===== src/rtl/piso_serializer.sv =====
// Parallel-in/serial-out stage with a valid/ready input and a one-word holding buffer,
// so a word queued during shifting follows the current word with no idle cycle.
module piso_serializer #(
    parameter int WIDTH     = 4,
    parameter bit MSB_FIRST = 1'b1
) (
    input  logic             in_clk,
    input  logic             in_rst,
    input  logic [WIDTH-1:0] in_l,
    input  logic             in_valid,
    output logic             o_ready,
    output logic             o_ser,
    output logic             o_ser_valid,
    output logic             o_last,
    output logic             o_busy
);
    localparam int CW = (WIDTH > 1) ? $clog2(WIDTH) : 1;
    localparam logic [CW-1:0] LAST = CW'(WIDTH - 1);

    typedef enum logic {IDLE, SHIFT} state_t;

    state_t           state_q, state_d;
    logic [WIDTH-1:0] sh_q, sh_d;
    logic [WIDTH-1:0] hold_q, hold_d;
    logic             hold_full_q, hold_full_d;
    logic [CW-1:0]    cnt_q, cnt_d;
    logic             accept;
    logic [WIDTH-1:0] sh_next;

    assign accept = in_valid && !hold_full_q;

    // The outgoing bit always sits at the end that o_ser taps.
    assign sh_next = MSB_FIRST ? {sh_q[WIDTH-2:0], 1'b0} : {1'b0, sh_q[WIDTH-1:1]};

    always_comb begin
        state_d     = state_q;
        sh_d        = sh_q;
        cnt_d       = cnt_q;
        hold_d      = hold_q;
        hold_full_d = hold_full_q;
        case (state_q)
            IDLE: begin
                if (accept) begin
                    sh_d    = in_l;
                    cnt_d   = '0;
                    state_d = SHIFT;
                end
            end
            SHIFT: begin
                if (cnt_q != LAST) begin
                    sh_d  = sh_next;
                    cnt_d = cnt_q + CW'(1);
                    if (accept) begin
                        hold_d      = in_l;
                        hold_full_d = 1'b1;
                    end
                end else if (hold_full_q) begin
                    sh_d        = hold_q;
                    hold_full_d = 1'b0;
                    cnt_d       = '0;
                end else if (accept) begin
                    // Word arriving on the final bit skips the holding buffer.
                    sh_d  = in_l;
                    cnt_d = '0;
                end else begin
                    sh_d    = '0;
                    cnt_d   = '0;
                    state_d = IDLE;
                end
            end
            default: state_d = IDLE;
        endcase
    end

    always_ff @(posedge in_clk or posedge in_rst) begin
        if (in_rst) begin
            state_q     <= IDLE;
            sh_q        <= '0;
            cnt_q       <= '0;
            hold_q      <= '0;
            hold_full_q <= 1'b0;
        end else begin
            state_q     <= state_d;
            sh_q        <= sh_d;
            cnt_q       <= cnt_d;
            hold_q      <= hold_d;
            hold_full_q <= hold_full_d;
        end
    end

    assign o_ready     = !hold_full_q;
    assign o_ser_valid = (state_q == SHIFT);
    assign o_ser       = o_ser_valid && (MSB_FIRST ? sh_q[WIDTH-1] : sh_q[0]);
    assign o_last      = (state_q == SHIFT) && (cnt_q == LAST);
    assign o_busy      = (state_q == SHIFT) || hold_full_q;

endmodule

===== config.mk =====
export PLATFORM = sky130hd
export DESIGN_NAME = piso_serializer
export DESIGN_NICKNAME = d
export VERILOG_FILES = /design/src/rtl/piso_serializer.sv
export SDC_FILE = /design/constraint.sdc
export NUM_CORES = 1
export LEC_CHECK = 0
export ABC_CLOCK_PERIOD_IN_PS = 1570
export BUFFER_PORTS_ARGS = -buffer_cell sky130_fd_sc_hd__buf_2
export CORE_AREA = 4 4 41 43
export CTS_BUF_LIST = sky130_fd_sc_hd__clkbuf_4
export CTS_CLUSTER_DIAMETER = 40
export DETAILED_ROUTE_END_ITERATION = 12
export DIE_AREA = 0 0 45 47
export PLACE_DENSITY = 0.7
export SLEW_MARGIN = 40
export SYNTH_ARGS = -nofsm -noshare
export SYNTH_HDL_FRONTEND = slang
export SYNTH_SLANG_ARGS = --single-unit

===== constraint.sdc =====
create_clock -name in_clk -period 1.57 [get_ports in_clk]
set_input_delay 0.314 -clock in_clk [delete_from_list [all_inputs] [get_ports in_clk]]
set_output_delay 0.314 -clock in_clk [all_outputs]
set_load 0.1 [all_outputs]

# == After elaboration in Yosys (flattened, before gate mapping) ==
# Cells that the tools add are included.
# classes
n_reduce_logical,7
muxes,14
n_eq_ne,4
addsub,1
n_bitwise,1
# op_table
cell,count
4-bit 2-to-1 mux,4
4-bit one-hot mux with 2 select lines,1
2-bit != test (second input constant),3
1-bit 2-to-1 mux,5
2-bit 2-to-1 mux,2
2-bit one-hot mux with 2 select lines,1
1-bit logical AND,3
3-bit AND reduction,1
2-bit by 1-bit adder with 2-bit output (second input constant),1
2-bit == test (second input constant),1
1-bit one-hot mux with 2 select lines,1
2-bit AND reduction,1
1-bit zero test,1
1-bit logical OR,1
1-bit inverter,1
# word_totals
reg_bits,12
inputBits,7
out_inout_bits,5
word_cells,32

# == Longest topological paths before layout ==
# logic_depth
word_depth,6
mapped_depth,4
ltp_nobuf,4

# == Worst setup path before layout ==
# OpenSTA, ideal clock, no wires.
# synth_timing
path_type,reg2out
startpoint,register state_q (netlist: o_ser_valid)
endpoint,output o_ser
path_buffers,1
slack_ns,-0.829
arrival_time_ns,2.085
path_stages_with_launch,3
path_cell_list,dfrtp_1 -> clkbuf_1 -> and2_1
# synth_via
elab_chain_cells,1
# synth_lines
element,line_no,rtl
from (decl),22,"state_t state_q, state_d;"
from (signal assigned),83,state_q <= state_d;
1-bit logical AND,93,assign o_ser = o_ser_valid && (MSB_FIRST ? sh_q[WIDTH-1] : sh_q[0]);
to (decl),12,"output logic o_ser,"
# Every way passes these cells.

# == Final worst setup path ==
# Ends and elaborated chain as after synthesis.

==> impl_metrics.env <==
export IMPL_cp_start_kind="register"
export IMPL_cts_sinks=12
export IMPL_placementRows=13
export IMPL_worstMarginPinSlew_ns=0.471
export IMPL_antenna_diode_count=0
export IMPL_synth_cell_types=21
export IMPL_rsz0062_at_grt="true"
export IMPL_critical_path_start="o_ser_valid$_DFF_PP0_"
export IMPL_tritoncts="yes"
export IMPL_layout_net_count=85
export IMPL_drt_pass1_iterations=4
export IMPL_setup_ws_ns=0.0476
export IMPL_detailroute_via_count=510
export IMPL_fillCellCount=115
export IMPL_postSynthCellCount=56
export IMPL_die_area_um2=2120
export IMPL_p_per_area_nw_per_um2=2450
export IMPL_worst_setup_hold_path_clk_slew_ns=0.08
export IMPL_crit_path_capture_type="output pin"
export IMPL_dp_slack_ns=0.139
export IMPL_drtIter0Drc=16
export IMPL_postRouteAntennaNets=0
export IMPL_post_dp_hpwl_um=1040
export IMPL_cts_path_max_buffers=2
export IMPL_grt_pass1_wl_um=2440
export IMPL_cts_max_level=1
export IMPL_worst_endpoint_required_ns=1.26
export IMPL_final_setup_violation_count=0
export IMPL_synth_nets=64
export IMPL_post_dp_cell_area_um2=786
export IMPL_die_width_um=45
export IMPL_antenna_violations_before_repair=0
export IMPL_fraction_of_layout_cells_with_a_size_suffix_above_1=0.434
export IMPL_yosysWarningCount=0
export IMPL_final_hold_viol_count=0
export IMPL_drt_vias_per_instance=5.60
export IMPL_io_pins=12
export IMPL_core_um2=1300
export IMPL_max_slew_margin_rel=0.686
export IMPL_final_total_pwr_mw=2.08
export IMPL_leakage_nw=0.412
export IMPL_critical_path_slowest_cell="sky130_fd_sc_hd__dfrtp_4"
export IMPL_worstSkewPairLatency_ns=0.27
export IMPL_finish_instance_area_um2=848
export IMPL_avgSynthCellArea_um2=11.2
export IMPL_netlist_area_um2=627
export IMPL_drv_max_cap_violation_count=0
export IMPL_status="complete, no violations"
export IMPL_skew_ns=0.00845
export IMPL_list_of_cells_traversed_by_the_critical_path="buf_6 > and2_4 > buf_12"
export IMPL_number_of_global_route_vias_before_repair=536
export IMPL_drt_wirelength_per_cell_um=16.1
export IMPL_wirelength_um=1460
export IMPL_io_buffers=11
export IMPL_clockRootBuffer="sky130_fd_sc_hd__clkbuf_4"
export IMPL_rr_startpoint="cnt_q[0]$_DFFE_PP0P_"
export IMPL_final_setup_tns_ns=0
export IMPL_multiInputGateArea_um2=314
export IMPL_ys_seq_area_frac=0.479
export IMPL_regArea_um2=304
export IMPL_initial_core_util=0.482
export IMPL_gr_total_overflow=0
export IMPL_timing_critical_path_slowest_cell_delay_ns=0.49
export IMPL_layout_worst_path_cycle_share=0.970
export IMPL_holdCritPathClass="in -> async"
export IMPL_synth_seq_cells=12
export IMPL_drc=0
export IMPL_final_core_utilization=0.652
export IMPL_maximum_fanout_encountered_on_the_critical_timing_path=9
export IMPL_areaGrowthSynthToFinish_pct=35.3
export IMPL_critPathKind="reg -> out"
export IMPL_timing_max_transition_violations_final=0
export IMPL_global_route_usage_total=0.169
export IMPL_cts_buffers=3
export IMPL_worst_voltage_drop_across_the_vdd_grid_mv=1.57
export IMPL_fp_dieH_um=47
export IMPL_critical_path_arrival_ns=1.21
export IMPL_peak_clock_frequency_supported_by_timing_ghz=0.657
export IMPL_finalCriticalPeriod_ns=1.52
export IMPL_gp_routability_congestion=0.754
export IMPL_grt_max_degree=13
## cells in the final DEF, fill, tap and decap left out
cell and instances:
sky130_fd_sc_hd__a21oi_1 3, sky130_fd_sc_hd__and2_1 1, sky130_fd_sc_hd__and2_4 2, sky130_fd_sc_hd__buf_12 4, sky130_fd_sc_hd__buf_2 6, sky130_fd_sc_hd__buf_4 6, sky130_fd_sc_hd__buf_6 2, sky130_fd_sc_hd__clkbuf_4 3
sky130_fd_sc_hd__clkinv_1 1, sky130_fd_sc_hd__dfrtp_1 11, sky130_fd_sc_hd__dfrtp_4 1, sky130_fd_sc_hd__ha_2 1, sky130_fd_sc_hd__inv_1 2, sky130_fd_sc_hd__mux2_4 4, sky130_fd_sc_hd__mux2i_1 3, sky130_fd_sc_hd__nand2_1 5
sky130_fd_sc_hd__nand2b_1 1, sky130_fd_sc_hd__nand2b_2 2, sky130_fd_sc_hd__nand3_1 2, sky130_fd_sc_hd__nand3b_1 3, sky130_fd_sc_hd__nand4_1 1, sky130_fd_sc_hd__nor2_1 1, sky130_fd_sc_hd__nor2_8 1, sky130_fd_sc_hd__o21ai_0 4
sky130_fd_sc_hd__o221ai_1 2, sky130_fd_sc_hd__o22ai_1 3, sky130_fd_sc_hd__or2_4 1
## cells by family (layout without fill, tap and decap cells)
family / count (synthesis) / in the layout / synth area share
AND/OR/NAND/NOR: 20 / 20 / 0.208
AO/OA/AOI/OAI: 12 / 12 / 0.114
buffers and inverters: 4 / 24 / 0.0359
adder cells (fa/ha/maj): 1 / 1 / 0.0200
multiplexers: 7 / 7 / 0.144
flip-flops: 12 / 12 / 0.479
## repair_timing
item	CTS	global route
setup buffers	2	1
hold buffers	0	0
setup endpoints to repair	3	3
pin swaps	0	0
gates resized for setup	2	3
## synthesized netlist by cell type
library cell | number | area share
sky130_fd_sc_hd__a21oi_1 | 3 | 0.024
sky130_fd_sc_hd__nand3b_1 | 3 | 0.036
sky130_fd_sc_hd__ha_1 | 1 | 0.020
sky130_fd_sc_hd__nand2b_1 | 1 | 0.010
sky130_fd_sc_hd__or2_2 | 1 | 0.010
sky130_fd_sc_hd__nand4_1 | 1 | 0.010
sky130_fd_sc_hd__dfrtp_1 | 12 | 0.48
sky130_fd_sc_hd__inv_1 | 2 | 0.012
sky130_fd_sc_hd__and2_1 | 3 | 0.030
sky130_fd_sc_hd__o21ai_0 | 4 | 0.032
sky130_fd_sc_hd__nor2_8 | 1 | 0.032
sky130_fd_sc_hd__o221ai_1 | 2 | 0.028
sky130_fd_sc_hd__mux2i_1 | 3 | 0.048
sky130_fd_sc_hd__nor2_1 | 1 | 0.0060
sky130_fd_sc_hd__nand2b_2 | 2 | 0.028
sky130_fd_sc_hd__o22ai_1 | 3 | 0.030
sky130_fd_sc_hd__nand2_1 | 5 | 0.030
sky130_fd_sc_hd__nand3_1 | 2 | 0.016
sky130_fd_sc_hd__buf_6 | 1 | 0.018
sky130_fd_sc_hd__clkbuf_1 | 1 | 0.0060
sky130_fd_sc_hd__mux2_4 | 4 | 0.096
## layer usage
layer,vias to the layer above,global-route usage,share of wire
li1,243,-,-
met1,248,0.195,0.43
met2,17,0.297,0.52
met3,2,0.0345,0.045
met4,0,0.0877,0.0068
met5,-,0,0
## where the power goes
| group | leakage, nW | internal, mW | switching, mW |
|---|---|---|---|
| logic | 0.253 | 0.573 | 0.748 |
| clock network | 0.0154 | 0.0919 | 0.103 |
| registers | 0.144 | 0.465 | 0.0965 |
| total | 0.412 | 1.13 | 0.947 |
## area by class of cell
cell class / instances / share of cell area
Clock buffer: 3 / 0.0265
Clock inverter: 1 / 0.00442
Inverter: 2 / 0.00885
Multi-Input combinational cell: 40 / 0.370
Sequential cell: 12 / 0.358
Tap cell: 15 / 0.0221
Timing Repair Buffer: 18 / 0.209
## final timing paths
path                            slack [ns]                     to  depth (start not counted)
worst min register to register        0.52  hold_q[0]$_DFFE_PP0P_                          1
max in group asynchronous             1.17  o_ser_valid$_DFF_PP0_                          2
worst max-delay path                  0.05                  o_ser                          3
min in group in_clk                   0.30  hold_q[0]$_DFFE_PP0P_                          2
worst min-delay path                  0.04  hold_q[3]$_DFFE_PP0P_                          2
worst max register to register        0.16  hold_q[0]$_DFFE_PP0P_                          4
## per-stage QoR
stage,instances,hold slack [ns]
2_1_floorplan,56,0.179
3_3_place_gp,84,0.346
3_5_place_dp,84,0.342
4_1_cts,90,0.0441
5_1_grt,91,0.0545
6_report,91,0.0374
## worst max-delay path, delay by kind of cell, from the launching register on
family | cells | cell delay [ns]
and+or+nand+nor | 1 | 0.14
buffers and inverters | 2 | 0.31
DFF | 1 | 0.49
## registers in the layout, indices dropped and copies added (netlist names)
name,cells
hold_full_q,1
o_ser_valid,1
cnt_q,2
hold_q,4
sh_q,4
(Power assumes the default switching activity.)
